===== src/rtl/line_scan_controller.sv =====
// line_scan_controller: raster read-address sequencer with pixel-valid alignment pipeline.
// Optional macro LSC_LINE_GAP_EN inserts one idle GAP cycle between lines.
`default_nettype none

module line_scan_controller #(
    parameter int LINE_SIZE    = 640,
    parameter int NUM_OF_LINES = 480,
    parameter int RD_LATENCY   = 2,
    localparam int NUM_PIX     = LINE_SIZE * NUM_OF_LINES,
    localparam int ADDR_W      = (NUM_PIX > 1) ? $clog2(NUM_PIX) : 1,
    localparam int LINE_W      = (NUM_OF_LINES > 1) ? $clog2(NUM_OF_LINES) : 1,
    localparam int PIX_W       = (LINE_SIZE > 1) ? $clog2(LINE_SIZE) : 1
) (
    input  logic              CLK,
    input  logic              reset,
    input  logic              start,
    input  logic              abort,
    input  logic              pause,
    output logic              rd_en,
    output logic [ADDR_W-1:0] rd_addr,
    output logic              pix_valid,
    output logic              line_last,
    output logic              frame_last,
    output logic [LINE_W-1:0] line_idx,
    output logic              acc_clear,
    output logic              done_valid,
    input  logic              done_ready,
    output logic              busy
);

    localparam logic [2:0] S_IDLE  = 3'd0;
    localparam logic [2:0] S_SCAN  = 3'd1;
`ifdef LSC_LINE_GAP_EN
    localparam logic [2:0] S_GAP   = 3'd2;
`endif
    localparam logic [2:0] S_DRAIN = 3'd3;
    localparam logic [2:0] S_DONE  = 3'd4;

    localparam logic [PIX_W-1:0]      c_LAST_PIX  = PIX_W'(LINE_SIZE - 1);
    localparam logic [LINE_W-1:0]     c_LAST_LINE = LINE_W'(NUM_OF_LINES - 1);
    // Every stage except the output one; DRAIN ends once only the output stage can hold data.
    localparam logic [RD_LATENCY-1:0] c_UPSTREAM  = {RD_LATENCY{1'b1}} >> 1;

    logic [2:0]            state_q, state_d;
    logic [PIX_W-1:0]      pix_q, pix_d;
    logic [LINE_W-1:0]     line_q, line_d;
    logic [ADDR_W-1:0]     addr_q, addr_d;
    logic [RD_LATENCY-1:0] valid_q, valid_d;
    logic [RD_LATENCY-1:0] ll_q, ll_d;
    logic [RD_LATENCY-1:0] fl_q, fl_d;

    logic w_last_pix;
    logic w_last_line;
    logic w_kill;

    assign w_last_pix  = (pix_q == c_LAST_PIX);
    assign w_last_line = (line_q == c_LAST_LINE);
    assign w_kill      = abort && (state_q != S_IDLE);

    always_ff @(posedge CLK) begin
        if (reset) begin
            state_q <= S_IDLE;
            pix_q   <= '0;
            line_q  <= '0;
            addr_q  <= '0;
            valid_q <= '0;
            ll_q    <= '0;
            fl_q    <= '0;
        end else begin
            state_q <= state_d;
            pix_q   <= pix_d;
            line_q  <= line_d;
            addr_q  <= addr_d;
            valid_q <= valid_d;
            ll_q    <= ll_d;
            fl_q    <= fl_d;
        end
    end

    always_comb begin
        state_d = state_q;
        pix_d   = pix_q;
        line_d  = line_q;
        addr_d  = addr_q;
        case (state_q)
            S_IDLE: begin
                if (start && !abort) begin
                    state_d = S_SCAN;
                    pix_d   = '0;
                    line_d  = '0;
                    addr_d  = '0;
                end
            end
            S_SCAN: begin
                if (rd_en) begin
                    if (w_last_pix && w_last_line) begin
                        state_d = S_DRAIN;
                    end else if (w_last_pix) begin
                        pix_d  = '0;
                        line_d = line_q + 1'b1;
                        addr_d = addr_q + 1'b1;
`ifdef LSC_LINE_GAP_EN
                        state_d = S_GAP;
`endif
                    end else begin
                        pix_d  = pix_q + 1'b1;
                        addr_d = addr_q + 1'b1;
                    end
                end
            end
`ifdef LSC_LINE_GAP_EN
            S_GAP:   state_d = S_SCAN;
`endif
            S_DRAIN: begin
                if ((valid_q & c_UPSTREAM) == '0) state_d = S_DONE;
            end
            S_DONE: begin
                if (done_ready) state_d = S_IDLE;
            end
            default: state_d = S_IDLE;
        endcase
        if (w_kill) state_d = S_IDLE;

        // Shift in the current read with its tags; the MSB falls out at the output.
        valid_d = RD_LATENCY'({valid_q, rd_en});
        ll_d    = RD_LATENCY'({ll_q, rd_en && w_last_pix});
        fl_d    = RD_LATENCY'({fl_q, rd_en && w_last_pix && w_last_line});
        if (w_kill) begin
            valid_d = '0;
            ll_d    = '0;
            fl_d    = '0;
        end
    end

    always_comb begin
        rd_en      = (state_q == S_SCAN) && !pause && !abort;
        acc_clear  = rd_en && (pix_q == '0) && (line_q == '0);
        rd_addr    = addr_q;
        line_idx   = line_q;
        pix_valid  = valid_q[RD_LATENCY-1];
        line_last  = ll_q[RD_LATENCY-1];
        frame_last = fl_q[RD_LATENCY-1];
        done_valid = (state_q == S_DONE);
        busy       = (state_q != S_IDLE);
    end

endmodule

`default_nettype wire


===== config.mk =====
export PLATFORM = sky130hd
export DESIGN_NAME = line_scan_controller
export DESIGN_NICKNAME = d
export VERILOG_FILES = /design/src/rtl/line_scan_controller.sv
export SDC_FILE = /design/constraint.sdc
export NUM_CORES = 1
export LEC_CHECK = 0
export CORE_ASPECT_RATIO = 1.2
export CORE_MARGIN = 5
export CORE_UTILIZATION = 45
export DETAILED_ROUTE_END_ITERATION = 8
export PLACE_DENSITY = 0.69
export SLEW_MARGIN = 20
export SYNTH_ARGS = -nofsm -noshare
export SYNTH_HDL_FRONTEND = slang
export SYNTH_SLANG_ARGS = --single-unit
export TNS_END_PERCENT = 100

===== constraint.sdc =====
create_clock -name CLK -period 3.3 [get_ports CLK]
set_input_delay 0.33 -clock CLK [delete_from_list [all_inputs] [get_ports CLK]]
set_output_delay 0.33 -clock CLK [all_outputs]
set_load 0.02 [all_outputs]

==> impl_results.md, run 1 <==
* Cells after Synth at ~300
* Clock tree buffer depth at 2
* Worst r2r src: line_idx[0]
* Post-DRT Antenna Nets at 0
* Clk_lat worst skew at about 0.31 ns
* Number of flops mapped to enable cells by yosys at 0
* Post-synth top area cell: dfxtp_1
* Crit path launch type: register
* Final hold vios at 0
* CP max FO at 8
* Share of the synthesized area in the top cell type at roughly 39%
* H-tree levels at 2
* Hpwl dp at 4.20 mm
* Post-Syn Area at 2420 sq um
* Final worst clock skew at approximately 0.0095 ns
* Final instance area at 3000 sq um
* Crit share post-route at between 90% and 100%
* Nets at 354
* Routed WL at 6.12 mm
* Cells on worst reg2reg path at 7
* Setup TNS Final at 0 ns
* Largest net degree at the start of global routing at 29
* Vias in the first global route at roughly 2,300
* Worst reg2reg path endpoint: rd_addr[10]
* Outcome: finished, final reports clean
* Overflow after GRT at 0
* Via density at 5.96
* Clk root buf: clkbuf_8
* DIE HEIGHT at approximately 90 um
* Core ar. at around 5300 sq um
* Minimum clock period at 2.99 ns
* CTS Hold Bufs at 0
* Commonest non-fill, non-tap cell in the layout: dfxtp_1
* Fmax at between 300 and 400 MHz
* Setup violators final at 0
* I/O Pins at 41
* Hold Path Sink: ll_q[1]
* Hold Startpoint: ll_q[0]
* Worst Tran Pin Value at 0.766 ns
* RSZ-0062 raised after global routing: no
* Number of antenna violations at the first check in global routing at 0
* # clock sinks at 47
* Total number of vias at 2,418
* Static leakage at between 0.9 and 1 nW
* Synth Flop Type: dfxtp_1
* First-pass iteration count of the detailed router at 5
* Drc violations at 0
* Syn avg cell area at about 8 sq um
* Worst setup EP type: output pin
* Required time worst endpoint at 2.97 ns
* Ranking of synthesized cells by area: dfxtp_1, o21ai_0, a21oi_1
* Initial Util at 46.0%
* Quantity of gates resized following cts at 0
* Layout cells sized above 1 at 7.56%
* Die ar. at 6950 sq um
* Tot Pwr at 1.07 mW
* Dpl cell area at just under 3000 sq um
* R2R Setup Slk at roughly 0.96 ns
* Inserted Diodes at 0
* Worst path arrival time at 2.66 ns
* Post-Syn Nets at 313
* Inserted Clock Buffers at 5
* VDD IR max at 207 uV
* Hold Crit Class: reg -> reg
* Post-synthesis sequential area ratio at 38.9%
* Post-synth cell types at ~50
* Most frequent cells in the layout: dfxtp_1, clkdlybuf4s50_1, nand2_1, o21ai_0, a21oi_1
* FFs w/ async S/R, synth at 0%
* Number of synthesized register bits at 47
* Area grow syn2layout at 24.0%
* I/O Buffers at 40
* Placer Congestion at 0.868
* Die X at ~77 um
* Total Routing Usage GR at 18.0%
* Worst setup startpoint: state_q[0]
* DR WL/cell at 15.1 um
* Slew HR at 49.0%
* Slew Viols, Final at 0
* Max cap viols at 0
* Setup bufs post-CTS at 0
* First-pass GRT wire length at 10.7 mm
* CTS clk-pin slew, worst paths at about 0.090 ns
* Pwr/cell area at 356 nW/um^2
* TritonCTS clock tree: built
* Std cell rows at 29
* Hold Path Depth at 1
* Critical path type: reg -> out
* Initial detailed-routing violation count at 178
* Synth Warn # at 0
[flip-flops by register name, summed over array words and instances, names as in the netlist]
signal    count
pix_q        10
state_q       3
ll_q          2
valid_q       2
fl_q          2
line_idx      9
rd_addr      19
[power by group]
group | leakage (nW) | switching [mW] | internal, mW
Clock | 0.0548 | 0.204 | 0.228
Sequential | 0.379 | 0.00179 | 0.568
Combinational | 0.523 | 0.0440 | 0.0235
[layer usage]
layer	track usage (%)	vias up	share of wire (%)
met4	6.41	0	1.3
met2	29.8	65	48
met1	23.4	1132	45
met3	3.09	8	5.4
met5	0	-	0
li1	-	1213	-
[cell type report]
type	count	area [sq um]
Sequential cell	47	941
Fill cell	473	2260
Timing Repair Buffer	46	445
Clock inverter	3	46.3
Tap cell	62	77.6
Inverter	11	41.3
Multi-Input combinational cell	232	1380
Clock buffer	5	68.8
[critical path: stages (launching register included)]
cell and delay (ns):
dfxtp_1 0.43, or3b_1 0.39, or3_4 0.37, inv_1 0.11, nand3_1 0.07, nor4_1 0.31
clkdlybuf4s50_1 0.67
[cells by family (layout without fill, tap and decap cells)]
group	after synthesis	in the layout	share of synthesized area, %
AND/OR/NAND/NOR	135	135	29.7
AO/OA/AOI/OAI	87	87	22.8
flip-flops	47	47	38.9
buffers and inverters	23	65	4.09
adder cells (fa/ha/maj)	5	5	2.59
multiplexers	3	3	1.29
XOR/XNOR	2	2	0.724
[synth_stat cells (2+ instances only)]
| cell | number |
|---|---|
| dfxtp_1 | 47 |
| nand2_1 | 29 |
| o21ai_0 | 28 |
| a21oi_1 | 24 |
| nor2_1 | 21 |
| nand3_1 | 18 |
| nor3_1 | 14 |
| inv_1 | 11 |
| clkbuf_1 | 7 |
| nor4_1 | 7 |
| a31oi_1 | 6 |
| and3_1 | 6 |
| nand4_1 | 6 |
| or3_1 | 6 |
| and2_1 | 5 |
| ha_1 | 5 |
| nand2b_1 | 5 |
| o211ai_1 | 5 |
| a311oi_1 | 4 |
| a41oi_1 | 4 |
| buf_2 | 4 |
| or4_1 | 4 |
| and4_1 | 3 |
| a21o_1 | 2 |
| mux2i_1 | 2 |
| nand3b_1 | 2 |
| nor3_2 | 2 |
| o31ai_1 | 2 |
| o41ai_1 | 2 |
| xnor2_1 | 2 |
[per-stage QoR]
step,cells,util (%),setup slack (ns),hold WS (ns)
final,406,57.0,0.309,0.439
after global placement,398,54.8,0.648,0.414
after global routing,406,57.0,0.188,0.469
after CTS,406,57.0,0.309,0.447
after detailed placement,398,54.8,0.582,0.420
after floorplan,302,-,0.714,0.406
[worst max path at each step]
| stage | slack (ns) | cells past startpoint | to |
|---|---|---|---|
| after floorplan | 0.71 | 7 | acc_clear |
| after global placement | 0.65 | 6 | acc_clear |
| after detailed placement | 0.58 | 6 | acc_clear |
| after CTS | 0.31 | 6 | acc_clear |
| after global routing | 0.19 | 6 | acc_clear |
| final | 0.31 | 6 | acc_clear |
No activity file was read; power rests on OpenSTA's default activity.
==> run 2, diff against run 1 <==
--- a/config.mk
+++ b/config.mk
@@ -7,9 +7,9 @@
 export LEC_CHECK = 0
 export CORE_ASPECT_RATIO = 1.2
 export CORE_MARGIN = 5
-export CORE_UTILIZATION = 45
+export CORE_UTILIZATION = 57
 export DETAILED_ROUTE_END_ITERATION = 8
-export PLACE_DENSITY = 0.69
+export PLACE_DENSITY = 0.85
 export SLEW_MARGIN = 20
 export SYNTH_ARGS = -nofsm -noshare
 export SYNTH_HDL_FRONTEND = slang
==> run 2 against run 1 <==
- critical path depth is the same
- register-to-register slack lost 0.04 ns
- worst setup slack better by 0.0084 ns
- total power up 0.54%
- utilization is 14 points higher
- fmax is 0.28% higher
- cell count down 1.7%
- non-clock buffer count fell by 1
- combinational power about the same
- critical path type unchanged
==> impl_results.md, run 2 (same netlist as run 1, synthesis figures left out) <==
* Outcome: finished, final reports clean
* Slew HR at 32.9% (-16 points)
* Core ar. at 4200 sq um (-20%)
* Worst path arrival time at 2.65 ns (about the same)
* Static leakage at 0.958 nW (+0.10%)
* Worst setup EP type: output pin
* Worst r2r src: line_idx[0]
* Clk_lat worst skew at 0.30 ns (about the same)
* Hold Crit Class: reg -> reg
* Final hold vios at 0 (unchanged)
* Layout cells sized above 1 at 7.29% (-0.27 points)
* Psw at 0.238 mW (-4.5%)
* RSZ-0062 raised after global routing: no
* Final instance area at 2990 sq um (-0.42%)
* Routed WL at 6.01 mm (-1.8%)
* Minimum clock period at 2.98 ns (-0.00841 ns)
* Post-Place Setup Slack at 0.562 ns (-0.0196 ns)
* Largest register FFs at 19 (unchanged)
* Post-Layout Cell Count at 399 (-1.7%)
* VDD IR max at 276 uV (+33%)
* Dpl cell area at 2870 sq um (-0.52%)
* Placer Congestion at 0.844 (-2.8%)
* Total Routing Usage GR at 21.9% (+3.9 points)
* Cells on worst reg2reg path at 6 (-1)
* First-pass GRT wire length at 10.2 mm (-4.8%)
* Largest net degree at the start of global routing at 29 (unchanged)
* Worst Tran Pin Value at 0.998 ns (+0.232 ns)
* Quantity of gates resized following cts at 0 (unchanged)
* Fmax at 335 MHz (+0.28%)
* Clk root buf: clkbuf_8
* Power share of the sequential group at 53.0% (-0.3 points)
* Post-DRT Antenna Nets at 0 (unchanged)
* Slew Viols, Final at 0 (unchanged)
* Fin util at 71.2% (+14 points)
* Internal at 0.837 mW (+2.1%)
* Die X at 69.5 um (-9.7%)
* I/O Pins at 41 (unchanged)
* Most frequent cells in the layout: dfxtp_1, clkdlybuf4s50_1, nand2_1, o21ai_0, a21oi_1
* Commonest non-fill, non-tap cell in the layout: dfxtp_1
* Tot Pwr at 1.08 mW (+0.54%)
* R2R Setup Slk at 0.92 ns (-0.04 ns)
* # clock sinks at 47 (unchanged)
* Total number of vias at 2,444 (+1.1%)
* Worst setup startpoint: state_q[0]
* I/O Buffers at 40 (unchanged)
* Setup bufs post-CTS at 0 (unchanged)
* DIE HEIGHT at 81.4 um (-9.9%)
* Critical path type: reg -> out
* First-pass iteration count of the detailed router at 4 (-1)
* Inserted Clock Buffers at 5 (unchanged)
* Initial Util at 57.7% (+12 points)
* Worst reg2reg path endpoint: rd_addr[4]
* Vias in the first global route at 2,250 (-1.5%)
* Worst setup endpoint: acc_clear
* Die ar. at 5650 sq um (-19%)
* Final worst clock skew at 0.00502 ns (-0.00449 ns)
* Area grow syn2layout at 23.5%
* Std cell rows at 26 (-10%)
* Via density at 6.13 (+2.8%)
* Comb power frac at 6.3% (about the same)
* Drc violations at 0 (unchanged)
* Crit path launch type: register
* DR WL/cell at 15.1 um (about the same)
* Inserted Diodes at 0 (unchanged)
* Max cap viols at 0 (unchanged)
* Required time worst endpoint at 2.97 ns (about the same)
* Clock group share of total power at 40.7% (+0.3 points)
* Setup violators final at 0 (unchanged)
* Setup TNS Final at 0 ns (unchanged)
* TritonCTS clock tree: built
* Clock tree buffer depth at 2 (unchanged)
* Hold_ws at 0.438 ns (-0.000921 ns)
* CTS clk-pin slew, worst paths at 0.08 ns (about the same)
* Net Sw Frac at 22.2% (-1.2 points)
* Initial detailed-routing violation count at 219 (+23%)
* Nets at 353 (-0.28%)
* Number of antenna violations at the first check in global routing at 0 (unchanged)
* H-tree levels at 2 (unchanged)
* Hold Path Depth at 1 (unchanged)
* Overflow after GRT at 0 (unchanged)
* # placed instances at 391 (-1.8%)
* Final WS setup at 0.317 ns (+0.00841 ns)
* CP max FO at 8 (unchanged)
* Crit share post-route at 90.4% (-0.25 points)
* Hpwl dp at 4.14 mm (-1.5%)
* Pwr/cell area at 360 nW/um^2 (+0.96%)
* CTS Hold Bufs at 0 (unchanged)
-- run 2: changes by cell type in the layout (fill, tap and decap cells not counted), sizes merged --
cell / previous run / this run
buf: 6 / 5
clkbuf: 5 / 6
clkinv: 0 / 1
clkinvlp: 1 / 0
inv: 12 / 11
-- run 2: final cells by class --
type	instances	area (sq um)
inverters	11	41.3
fillers	314	1210
repair buffers	45	438
well taps	56	70.1
flip-flops and latches	47	941
multi-input cells	232	1380
clock inverters	2	35.0
clock buffers	6	82.6
-- run 2: worst min path at each step --
stage / slack (ns) / from / endpoint
6_report: 0.44 / ll_q[0] / ll_q[1]
5_1_grt: 0.46 / ll_q[0] / ll_q[1]
4_1_cts: 0.44 / ll_q[0] / ll_q[1]
3_5_place_dp: 0.42 / ll_q[0] / ll_q[1]
3_3_place_gp: 0.41 / fl_q[0] / fl_q[1]
2_1_floorplan: 0.41 / fl_q[0] / fl_q[1]
-- run 2: critical path: stages (launching register included) --
cell and delay (ns):
dfxtp_1 0.43, or3b_1 0.39, or3_4 0.38, inv_1 0.11
nand3_1 0.07, nor4_1 0.32, clkdlybuf4s50_1 0.66
-- run 2: power by group through the flow --
stage | clock network (mW) | logic [mW] | registers (mW)
6_report | 0.438 | 0.0676 | 0.570
5_1_grt | 0.474 | 0.0730 | 0.570
4_1_cts | 0.442 | 0.0665 | 0.570
3_5_place_dp | 0 | 0.0661 | 0.583
3_3_place_gp | 0 | 0.0651 | 0.583
2_1_floorplan | 0 | 0.0409 | 0.583
-- run 2: per-layer routing --
metal  track usage, %  wire length (um)
met4             9.18                81
met3             3.84               341
met1             26.1              2610
met2             38.9              2980
met5                0                 0
